===== config.mk =====
export PLATFORM = sky130hd
export DESIGN_NAME = rr_mux_arbiter_flat
export DESIGN_NICKNAME = d
export VERILOG_FILES = /design/src/rtl/rr_mux_arbiter_if.sv /design/src/rtl/rr_mux_arbiter.sv /design/src/flat_wrapper.sv
export SDC_FILE = /design/constraint.sdc
export NUM_CORES = 1
export LEC_CHECK = 0
export CAP_MARGIN = 15
export CORE_ASPECT_RATIO = 0.75
export CORE_MARGIN = 2
export CORE_UTILIZATION = 31
export CTS_BUF_LIST = sky130_fd_sc_hd__clkbuf_4 sky130_fd_sc_hd__clkbuf_8
export CTS_CLUSTER_DIAMETER = 80
export DETAILED_ROUTE_END_ITERATION = 7
export GPL_TIMING_DRIVEN = 0
export HOLD_SLACK_MARGIN = 0.06
export SLEW_MARGIN = 20
export SYNTH_ARGS = -nofsm -noshare
export SYNTH_HDL_FRONTEND = slang
export SYNTH_SLANG_ARGS = --single-unit
export TNS_END_PERCENT = 30

===== constraint.sdc =====
create_clock -name clk -period 5.2 [get_ports clk]
set_clock_uncertainty 0.15 [all_clocks]
set_input_delay 1.04 -clock clk [delete_from_list [all_inputs] [get_ports clk]]
set_output_delay 1.04 -clock clk [all_outputs]
set_load 0.1 [all_outputs]

===== src/rtl/rr_mux_arbiter_if.sv =====
// Request/data/grant channel between NUM_INPUTS producers, the arbiter and one consumer.
// The arbiter attaches through the slave modport; the producers and the consumer attach through master.
interface rr_mux_arbiter_if #(
  parameter int unsigned NUM_INPUTS = 5,
  parameter int unsigned WIDTH      = 4
);
  localparam int unsigned SEL_W = $clog2(NUM_INPUTS);

  logic [NUM_INPUTS-1:0]       req;
  logic [NUM_INPUTS*WIDTH-1:0] w;
  logic [NUM_INPUTS-1:0]       ack;
  logic [WIDTH-1:0]            out;
  logic [SEL_W-1:0]            out_sel;
  logic                        out_valid;
  logic                        out_ready;

  modport master (output req, w, out_ready, input ack, out, out_sel, out_valid);
  modport slave  (input req, w, out_ready, output ack, out, out_sel, out_valid);
endinterface


===== src/rtl/rr_mux_arbiter.sv =====
// Round-robin arbiter that muxes one of NUM_INPUTS words into a registered valid/ready output stage.
// ack is a combinational one-hot strobe that marks the cycle in which the winner's word is captured.
module rr_mux_arbiter #(
  parameter int unsigned NUM_INPUTS = 5,
  parameter int unsigned WIDTH      = 4
) (
  input  logic               clk,
  input  logic               rst_n,
  rr_mux_arbiter_if.slave    bus
);
  localparam int unsigned SEL_W = $clog2(NUM_INPUTS);

  logic [SEL_W-1:0] ptr;
  logic [SEL_W-1:0] winner;
  logic             any_req;
  logic             load_en;
  logic             capture;
  logic [WIDTH-1:0] win_word;

  assign load_en = !bus.out_valid || bus.out_ready;
  assign capture = load_en && any_req;

  // Circular search ptr, ptr+1, ..., wrapping at NUM_INPUTS; the first hit wins.
  always_comb begin
    logic [SEL_W:0]   sum;
    logic [SEL_W-1:0] idx;
    winner  = ptr;
    any_req = 1'b0;
    sum     = '0;
    idx     = '0;
    for (int unsigned k = 0; k < NUM_INPUTS; k++) begin
      sum = {1'b0, ptr} + (SEL_W+1)'(k);
      if (sum >= (SEL_W+1)'(NUM_INPUTS)) begin
        sum = sum - (SEL_W+1)'(NUM_INPUTS);
      end
      idx = SEL_W'(sum);
      if (!any_req && bus.req[idx]) begin
        winner  = idx;
        any_req = 1'b1;
      end
    end
  end

  // Data mux; the winner index never exceeds NUM_INPUTS-1, so out never goes X.
  always_comb begin
    win_word = '0;
    for (int i = 0; i < int'(NUM_INPUTS); i++) begin
      if (winner == SEL_W'(i)) begin
        win_word = bus.w[i*int'(WIDTH) +: WIDTH];
      end
    end
  end

  // One-hot grant strobe, held low while reset is asserted.
  always_comb begin
    bus.ack = '0;
    if (rst_n && capture) begin
      for (int i = 0; i < int'(NUM_INPUTS); i++) begin
        bus.ack[i] = (winner == SEL_W'(i));
      end
    end
  end

  always_ff @(posedge clk or negedge rst_n) begin
    if (!rst_n) begin
      bus.out       <= '0;
      bus.out_sel   <= '0;
      bus.out_valid <= 1'b0;
      ptr           <= '0;
    end else if (capture) begin
      bus.out       <= win_word;
      bus.out_sel   <= winner;
      bus.out_valid <= 1'b1;
      ptr           <= (winner == SEL_W'(NUM_INPUTS - 1)) ? '0 : winner + SEL_W'(1);
    end else if (load_en) begin
      bus.out_valid <= 1'b0;
    end
  end
endmodule


===== src/flat_wrapper.sv =====
// flat-port wrapper written by rule: the top's interface ports become plain ports
module rr_mux_arbiter_flat 
#(
  parameter int unsigned NUM_INPUTS = 5,
  parameter int unsigned WIDTH      = 4
)
  (clk, rst_n, bus_req, bus_w, bus_out_ready, bus_ack, bus_out, bus_out_sel, bus_out_valid);
  rr_mux_arbiter_if #(.NUM_INPUTS(NUM_INPUTS), .WIDTH(WIDTH)) bus_i ();
  input  logic clk;
  input  logic rst_n;
  input wire logic [$bits(bus_i.req)-1:0] bus_req;
  input wire logic [$bits(bus_i.w)-1:0] bus_w;
  input wire logic [$bits(bus_i.out_ready)-1:0] bus_out_ready;
  output wire logic [$bits(bus_i.ack)-1:0] bus_ack;
  output wire logic [$bits(bus_i.out)-1:0] bus_out;
  output wire logic [$bits(bus_i.out_sel)-1:0] bus_out_sel;
  output wire logic [$bits(bus_i.out_valid)-1:0] bus_out_valid;
  assign bus_i.req = bus_req;
  assign bus_i.w = bus_w;
  assign bus_i.out_ready = bus_out_ready;
  assign bus_ack = bus_i.ack;
  assign bus_out = bus_i.out;
  assign bus_out_sel = bus_i.out_sel;
  assign bus_out_valid = bus_i.out_valid;
  rr_mux_arbiter #(.NUM_INPUTS(NUM_INPUTS), .WIDTH(WIDTH)) u_core (.clk(clk), .rst_n(rst_n), .bus(bus_i));
endmodule

; Word-level counts from Yosys, hierarchy flattened
; Cells that the tools add are included.
[word_totals]
reg_bits = 11
in_bits = 28
out_inout_bits = 13
word_cells = 76
[op_classes]
n_addsub = 10
order_cmp = 10
n_eq_ne = 4
n_mux = 34
n_reduce_logical = 14
[op_table]
columns = op, n
row1 = 2-to-1 mux 3 bit, 11
row2 = less-than comparator 3 x 4 -> 1 bit (second input constant), 5
row3 = 2-to-1 mux 4 bit, 5
row4 = greater-or-equal comparator 4 x 3 -> 1 bit (second input constant), 4
row5 = binary-select mux 1 bit (select 3 bit), 5
row6 = subtractor 3 bit (second input constant), 5
row7 = 2-to-1 mux 1 bit, 12
row8 = adder 3 x 2 -> 4 bit (second input constant), 2
row9 = equality test 3 x 2 -> 1 bit (second input constant), 2
row10 = logical AND 1 bit, 6
row11 = logical NOT 1 bit, 5
row12 = 2-to-1 mux 5 bit, 1
row13 = adder 3 x 1 -> 4 bit (second input constant), 1
row14 = adder 3 x 3 -> 4 bit (second input constant), 1
row15 = adder 3 x 1 -> 3 bit (second input constant), 1
row16 = equality test 3 x 1 -> 1 bit (second input constant), 1
row17 = equality test 3 bit (second input constant), 1
row18 = greater-or-equal comparator 3 bit (second input constant), 1
row19 = logical NOT 3 bit, 1
row20 = nonzero test 2 bit, 1
row21 = logical OR 1 bit, 1

; Longest topological paths before layout
; Gate-level depths: netlist of run 1.
[logic_depth]
ltp_word = 23
ltp_mapped = 22
depth_no_buf = 21

; Worst setup path after synthesis of run 1
; OpenSTA, ideal clock, no wires.
[synth_path]
kind = register to output
start = reg u_core.ptr[0]
end = out bus_ack[3]
t_arrival_ns = 4.507
t_required_ns = 4.010
setup_slack_ns = -0.497
stages_incl_launch_ff = 18
path_buffers = 2
path_cell_list = dfrtp_1 buf_2 inv_2 ha_1 inv_1 fa_1 a2bb2oi_1 a2111oi_1 nor3_1 o2111ai_1 a41oi_1 o31ai_1 o21ai_1 inv_2 ha_1 ha_1 buf_1 and2_1
[synth_between]
word_cells_on_any_way = 51
classes_between = 9 x add/sub / 5 x order compare / 1 x eq/ne / 26 x mux / 10 x reduce/logical
[synth_rtl]
columns = item, line
row1 = from (decl), rr_mux_arbiter.sv:13  ; logic [SEL_W-1:0] ptr;
row2 = from (signal assigned), rr_mux_arbiter.sv:74  ; ptr <= (winner == SEL_W'(NUM_INPUTS - 1)) ? '0 : winner + SEL_W'(1);
row3 = branches (longest 16 deep; another with adder 3 x 1 -> 4 bit), n/a
row4 = 2-to-1 mux 3 bit (*), rr_mux_arbiter.sv:37  ; if (!any_req && bus.req[idx]) begin
row5 = net u_core.winner[1], rr_mux_arbiter.sv:14  ; logic [SEL_W-1:0] winner;
row6 = equality test 3 x 2 -> 1 bit (*), rr_mux_arbiter.sv:59  ; bus.ack[i] = (winner == SEL_W'(i));
row7 = 2-to-1 mux 5 bit (*), rr_mux_arbiter.sv:57  ; if (rst_n && capture) begin
row8 = to (decl), flat_wrapper.sv:14  ; output wire logic [$bits(bus_i.ack)-1:0] bus_ack;
; Mark *: on every way through the listed nets, which the timed path passes. The select of a mux whose other input is x is not followed.

; Worst setup path after layout of run 1
[layout_path]
start = reg u_core.ptr[1]
end = out bus_ack[3]
; Same word-level chain as after synthesis.

==> results.json, run 1 <==
{
  "routed_wl_um": 7520,
  "syn_nets": 298,
  "crit_path_end": "bus_ack[3]",
  "synth.avg_cell_area_um2": 7.81,
  "cts_buffers": 3,
  "synth.top_cells.by_area": "dfrtp_1, ha_1, nand2_1",
  "yosysWarnings": 0,
  "syn_to_final_growth_pct": 63.8,
  "cts_tree": "yes",
  "clk_pin_slew_ps": 50,
  "start_kind": "flip-flop",
  "yosys.area.top_type": "dfrtp_1",
  "io_buffers": 38,
  "synthDistinctLibCells": 67,
  "yosysSeqAreaShare": 0.138,
  "hold_viol_final": 0,
  "path_max_fanout": 6,
  "crit_type": "flip-flop to output pin",
  "first_iter_violations": 199,
  "ys_seq_elements": 11,
  "fp.dieW_um": 96.7,
  "design_area_mm2": 0.00327,
  "layout_commonest_cell": "buf_4",
  "fmax_mhz": 195,
  "cp.depth": 17,
  "grt_setup_unrepaired": "true",
  "r2r_slack_ps": 380,
  "synth-edff-count": 0,
  "synthCells": 256,
  "cts.sinks": 11,
  "initial_core_util": 0.320,
  "synthArstFlopShare": 1.00,
  "grt_pass1_wl_um": 11300,
  "r2r_end": "u_core.bus.out[0]",
  "design.core.area_mm2": 0.00626,
  "cp_slowest_cell": "dfrtp_2",
  "num_rows": 25,
  "grt_start_max_net_pins": 13,
  "min_period_ps": 5140,
  "crit_arrival_ps": 3950,
  "first_global_vias": 2205,
  "fillers": 572,
  "grt.total_usage": 0.198,
  "layout_worst_path_cycle_share": 0.989,
  "cap_viol_max_count": 0,
  "crit_buf_inv": 5,
  "regArea_um2": 279,
  "ant_nets": 0,
  "drive_gt1_frac": 0.396,
  "status": "complete, no violations",
  "layout_common_cells": "buf_4, clkdlybuf4s50_1, nand2_1",
  "relSlewSlack": 0.341,
  "synth_top_cell_area_share": 0.138,
  "hold_path_class": "flip-flop to flip-flop",
  "placed_cell_area_mm2": 0.00249,
  "slowest_delay_ps": 390,
  "n_antenna_cell": 0,
  "fin_setup_tns_ps": 0,
  "rr_worst_depth": 22,
  "crit_path_end_kind": "output pin",
  "htreeDepth": 1,
  "drc": 0,
  "routedWlPerCell_um": 17.9,
  "clk_latency_ps": 240,
  "path_cells": "buf_8 > clkinvlp_4 > ha_4 > and2b_2 > o21a_1 > o211a_4 > nor4_4 > buf_4 > nand4_4 > nor4_4 > a41o_1 > o21ai_4 > inv_2 > ha_4 > ha_4 > and2_4 > buf_12",
  "worstMarginPinSlew_ps": 986,
  "grt.overflow.total": 0,
  "io_pins": 41,
  "num_vias": 2510,
  "first_pass_iters": 5,
  "multi_input_area_mm2": 0.00197,
  "antenna_found_initial": 0,
  "viasPerCell": 5.99,
  "startpoint": "u_core.ptr[1]",
  "cts_max_path_buffers": 2,
  "crit_top_cell": "ha_4",
  "dp_hpwl_um": 5190,
  "netlist_area_mm2": 0.00200,
  "die_h_um": 73.6,
  "place_congestion": 0.908,
  "timing.rr.start": "u_core.ptr[1]",
  "required_ps": 4010,
  "cts_root_buffer": "clkbuf_8",
  "die_area_mm2": 0.00711,
  "synth-main-ff-cell": "dfrtp_1",
  "setup_viol": 0,
  "slew_violations": 0,
  "hold_ws_ps": 355,
  "cp_top_family": "simple AND/OR/NAND/NOR gates",
  "nets": 381
}
==> synth_stat cells, drive strengths merged, types with 5 or more instances <==
| library cell | count |
|---|---|
| o21a | 6 |
| o21ai | 17 |
| a21oi | 17 |
| a221o | 6 |
| o31ai | 5 |
| a211oi | 5 |
| nand2 | 23 |
| dfrtp | 11 |
| and3 | 9 |
| nor2 | 14 |
| nor4 | 6 |
| nand3 | 8 |
| mux2i | 5 |
| inv | 13 |
| buf | 10 |
| o211ai | 6 |
| nor3 | 8 |
| nor2b | 5 |
| ha | 13 |
==> what timing repair did <==
item	in CTS	in global routing
pin swaps	14	16
buffers inserted	17	26
resized for setup	102	36
setup endpoints to repair	9	9
hold buffers	0	0
==> per-stage QoR <==
stage | setup slack, ps | util | cells
3_3_place_gp | -1870 | 0.397 | 375
5_1_grt | -102 | 0.523 | 419
4_1_cts | -5.99 | 0.466 | 393
2_1_floorplan | -222 | - | 256
3_5_place_dp | -1880 | 0.397 | 375
6_report | 59.3 | 0.523 | 419
==> how the worst min path moves through the flow <==
stage | from | to | slack, ps | cells after the start
5_1_grt | u_core.bus.out_sel[0] | u_core.bus.out_sel[0] | 360 | 1
4_1_cts | u_core.bus.out_sel[1] | u_core.bus.out_sel[1] | 350 | 2
3_5_place_dp | u_core.bus.out_sel[1] | u_core.bus.out_sel[1] | 330 | 2
6_report | u_core.bus.out_sel[1] | u_core.bus.out_sel[1] | 350 | 2
2_1_floorplan | rst_n | u_core.bus.out[0] | 590 | 0
3_3_place_gp | u_core.bus.out_sel[0] | u_core.bus.out_sel[0] | 330 | 1
==> registers in the layout, indices dropped and copies added (netlist names) <==
name and count:
u_core.bus.out_sel 3, u_core.bus.out 4, u_core.ptr 3, u_core.bus.out_valid 1
==> cell type report <==
type                    count  area share
clock buffers               4      0.0149
well taps                  81      0.0310
repair buffers             81       0.223
multi-input cells         218       0.601
flip-flops and latches     11      0.0852
plain buffers              11      0.0252
inverters                  13      0.0199
==> logic make-up after synthesis <==
family                     after synthesis  share of synthesized area
and+or+nand+nor                         93                      0.258
DFF                                     11                      0.138
muxes                                    7                     0.0476
buffers and inverters                   27                     0.0557
AOI/OAI and AO/OA                      101                      0.396
xor gates and xnor gates                 3                     0.0131
adders and majority gates               14                     0.0914
==> metal layers <==
metal  share of wire  vias to the layer above  track usage
met4          0.0093                        0       0.0329
met2            0.43                      107        0.291
met1            0.49                     1223        0.305
met5               0                        -            0
met3           0.071                       10       0.0333
li1                -                     1170            -
==> tightest hold or removal path: cells and delay by family (launching register included) <==
family	cells	cell delay, ps
simple gates	1	50
flops	1	350
compound gates	1	70
Power of run 1 is not shown: default switching activity piles up to over one toggle a cycle in this logic, so the estimate is an artifact.
==> run 2, diff against run 1 <==
--- a/config.mk
+++ b/config.mk
@@ -12,8 +12,10 @@
 export CTS_BUF_LIST = sky130_fd_sc_hd__clkbuf_4 sky130_fd_sc_hd__clkbuf_8
 export CTS_CLUSTER_DIAMETER = 80
 export DETAILED_ROUTE_END_ITERATION = 7
+export DONT_BUFFER_PORTS = 1
 export GPL_TIMING_DRIVEN = 0
 export HOLD_SLACK_MARGIN = 0.06
+export MAX_ROUTING_LAYER = met4
 export SLEW_MARGIN = 20
 export SYNTH_ARGS = -nofsm -noshare
 export SYNTH_HDL_FRONTEND = slang
==> results.json, run 2 (synthesis gave the netlist of run 1 again) <==
{
  "status": "complete, no violations",
  "cts_hold_buf": 0,
  "place_congestion": 0.984,
  "hold_ws_ps": 338,
  "setup_viol": 0,
  "grt_start_max_net_pins": 13,
  "path_cells": "buf_8 > clkinvlp_4 > buf_6 > ha_1 > nor2b_2 > o21a_4 > a21oi_1 > or2_1 > o41ai_4 > nand2_2 > or3_1 > buf_2 > and2_2 > ha_4 > and2_4",
  "largestRegisters": "u_core.bus.out x4, u_core.bus.out_sel x3, u_core.ptr x3",
  "fin_ws_ps": 33.0,
  "grt_pass1_wl_um": 10600,
  "clk_latency_ps": 240,
  "crit_path_end_kind": "output pin",
  "die_h_um": 73.6,
  "dp_hpwl_um": 4710,
  "initial_core_util": 0.320,
  "design.core.area_mm2": 0.00626,
  "cp_top_family": "simple AND/OR/NAND/NOR gates",
  "start_kind": "flip-flop",
  "crit_arrival_ps": 3980,
  "cts.sinks": 11,
  "cp_slowest_cell": "o41ai_4",
  "fp.dieW_um": 96.7,
  "slowest_delay_ps": 510,
  "rr_worst_depth": 22,
  "layout_commonest_cell": "buf_4",
  "clk_pin_slew_ps": 50,
  "htreeDepth": 1,
  "die_area_mm2": 0.00711,
  "relSlewSlack": 0.390,
  "routedWlPerCell_um": 19.4,
  "io_pins": 41,
  "top_register": "u_core.bus.out",
  "largest_register_ffs": 4,
  "drive_gt1_frac": 0.431,
  "layout_common_cells": "buf_4, nand2_1, a21oi_1",
  "cts_buffers": 3,
  "viasPerCell": 6.21,
  "r2r_slack_ps": 420,
  "first_iter_violations": 278,
  "grt.overflow.total": 0,
  "path_max_fanout": 7,
  "hold_path_class": "input port to asynchronous set/reset pin",
  "drc": 0,
  "slew_violations": 0,
  "io_buffers": 0,
  "timing.rr.start": "u_core.ptr[1]",
  "cts_max_path_buffers": 2,
  "pre_cts_ws_ps": -975,
  "routed_wl_um": 7490,
  "hold_viol_final": 0,
  "num_vias": 2389,
  "grt.total_usage": 0.189,
  "crit_buf_inv": 4,
  "crit_type": "flip-flop to output pin",
  "n_antenna_cell": 0,
  "first_pass_iters": 5,
  "worstMarginPinSlew_ps": 914,
  "ant_nets": 0,
  "cts_root_buffer": "clkbuf_8",
  "dp.cells": 337,
  "nets": 347,
  "syn_to_final_growth_pct": 45.7,
  "grt_setup_unrepaired": "true",
  "cap_viol_max_count": 0,
  "required_ps": 4010,
  "fmax_mhz": 194,
  "cts_tree": "yes",
  "layout_worst_path_cycle_share": 0.994,
  "instances_no_fill": 385,
  "antenna_found_initial": 0,
  "num_rows": 25,
  "min_period_ps": 5170,
  "fillers": 590,
  "r2r_end": "u_core.bus.out[3]",
  "first_global_vias": 1977
}
run 2: cell count changes in the layout (fill, tap and decap cells not counted), moves of 2 or more:
cell / before / now
and3_4: 0 / 2
buf_4: 41 / 45
buf_12: 3 / 1
clkbuf_4: 5 / 1
clkdlybuf4s50_1: 31 / 0
run 2: layer usage:
| metal | GRT usage | part of all wire |
|---|---|---|
| met4 | 0.00939 | 0.0064 |
| met3 | 0.0381 | 0.078 |
| met5 | - | 0 |
| met2 | 0.269 | 0.45 |
| met1 | 0.286 | 0.46 |
run 2: area by class of cell:
| cell class | count | area [µm²] | share of cell area |
|---|---|---|---|
| Buffer | 11 | 78.8 | 0.0271 |
| Timing Repair Buffer | 47 | 377 | 0.129 |
| Multi-Input combinational cell | 218 | 1970 | 0.675 |
| Clock buffer | 4 | 48.8 | 0.0167 |
| Tap cell | 81 | 101 | 0.0348 |
| Sequential cell | 11 | 279 | 0.0957 |
| Inverter | 13 | 62.6 | 0.0215 |
run 2: through the flow:
stage | util | TNS, ps | cell area, µm²
after global routing | 0.466 | -273 | 2910
after floorplan | - | -655 | 2000
after global placement | 0.337 | -6370 | 2110
after detailed placement | 0.337 | -6200 | 2110
final | 0.466 | 0 | 2910
after CTS | 0.406 | 0 | 2540
run 2: worst reg2reg max path, stage by stage (launching register included):
cell        delay, ps
dfrtp_2           380
buf_8             130
clkinvlp_4        200
ha_4              340
and2b_2           260
o21a_1            200
o211a_4           250
nor4_4            340
buf_4             170
and4_4            250
o31ai_2            80
a211oi_2          200
buf_4             190
inv_2              80
ha_4              160
inv_2             130
nor2_1            110
a22oi_1           210
nor2_1             70
a21oi_1           130
nor3_1             60
a221o_1           340
o221a_2           220
run 2: worst max path at each step:
stage | cells after the start | slack, ps | from | endpoint
2_1_floorplan | 17 | -220 | u_core.ptr[0] | bus_ack[3]
3_3_place_gp | 16 | -1000 | u_core.ptr[0] | bus_ack[3]
3_5_place_dp | 18 | -970 | u_core.ptr[0] | bus_ack[3]
4_1_cts | 17 | 10 | u_core.ptr[0] | bus_ack[4]
5_1_grt | 15 | -70 | u_core.ptr[1] | bus_ack[3]
6_report | 15 | 30 | u_core.ptr[1] | bus_ack[3]
run 2: what timing repair did:
action	CTS	global route
setup endpoints to repair	9	5
buffers inserted	17	30
resized for setup	57	33
pin swaps	18	29
hold endpoints to repair	0	0
Power of run 2 is left out for the same reason.
==> run 3, diff against run 2 <==
--- a/config.mk
+++ b/config.mk
@@ -11,6 +11,7 @@
 export CORE_UTILIZATION = 31
 export CTS_BUF_LIST = sky130_fd_sc_hd__clkbuf_4 sky130_fd_sc_hd__clkbuf_8
 export CTS_CLUSTER_DIAMETER = 80
+export CTS_CLUSTER_SIZE = 30
 export DETAILED_ROUTE_END_ITERATION = 7
 export DONT_BUFFER_PORTS = 1
 export GPL_TIMING_DRIVEN = 0
==> results of run 3 <==
The final DEF is identical to that of run 2; final timing and power are the same.
Power of run 3 is left out for the same reason.
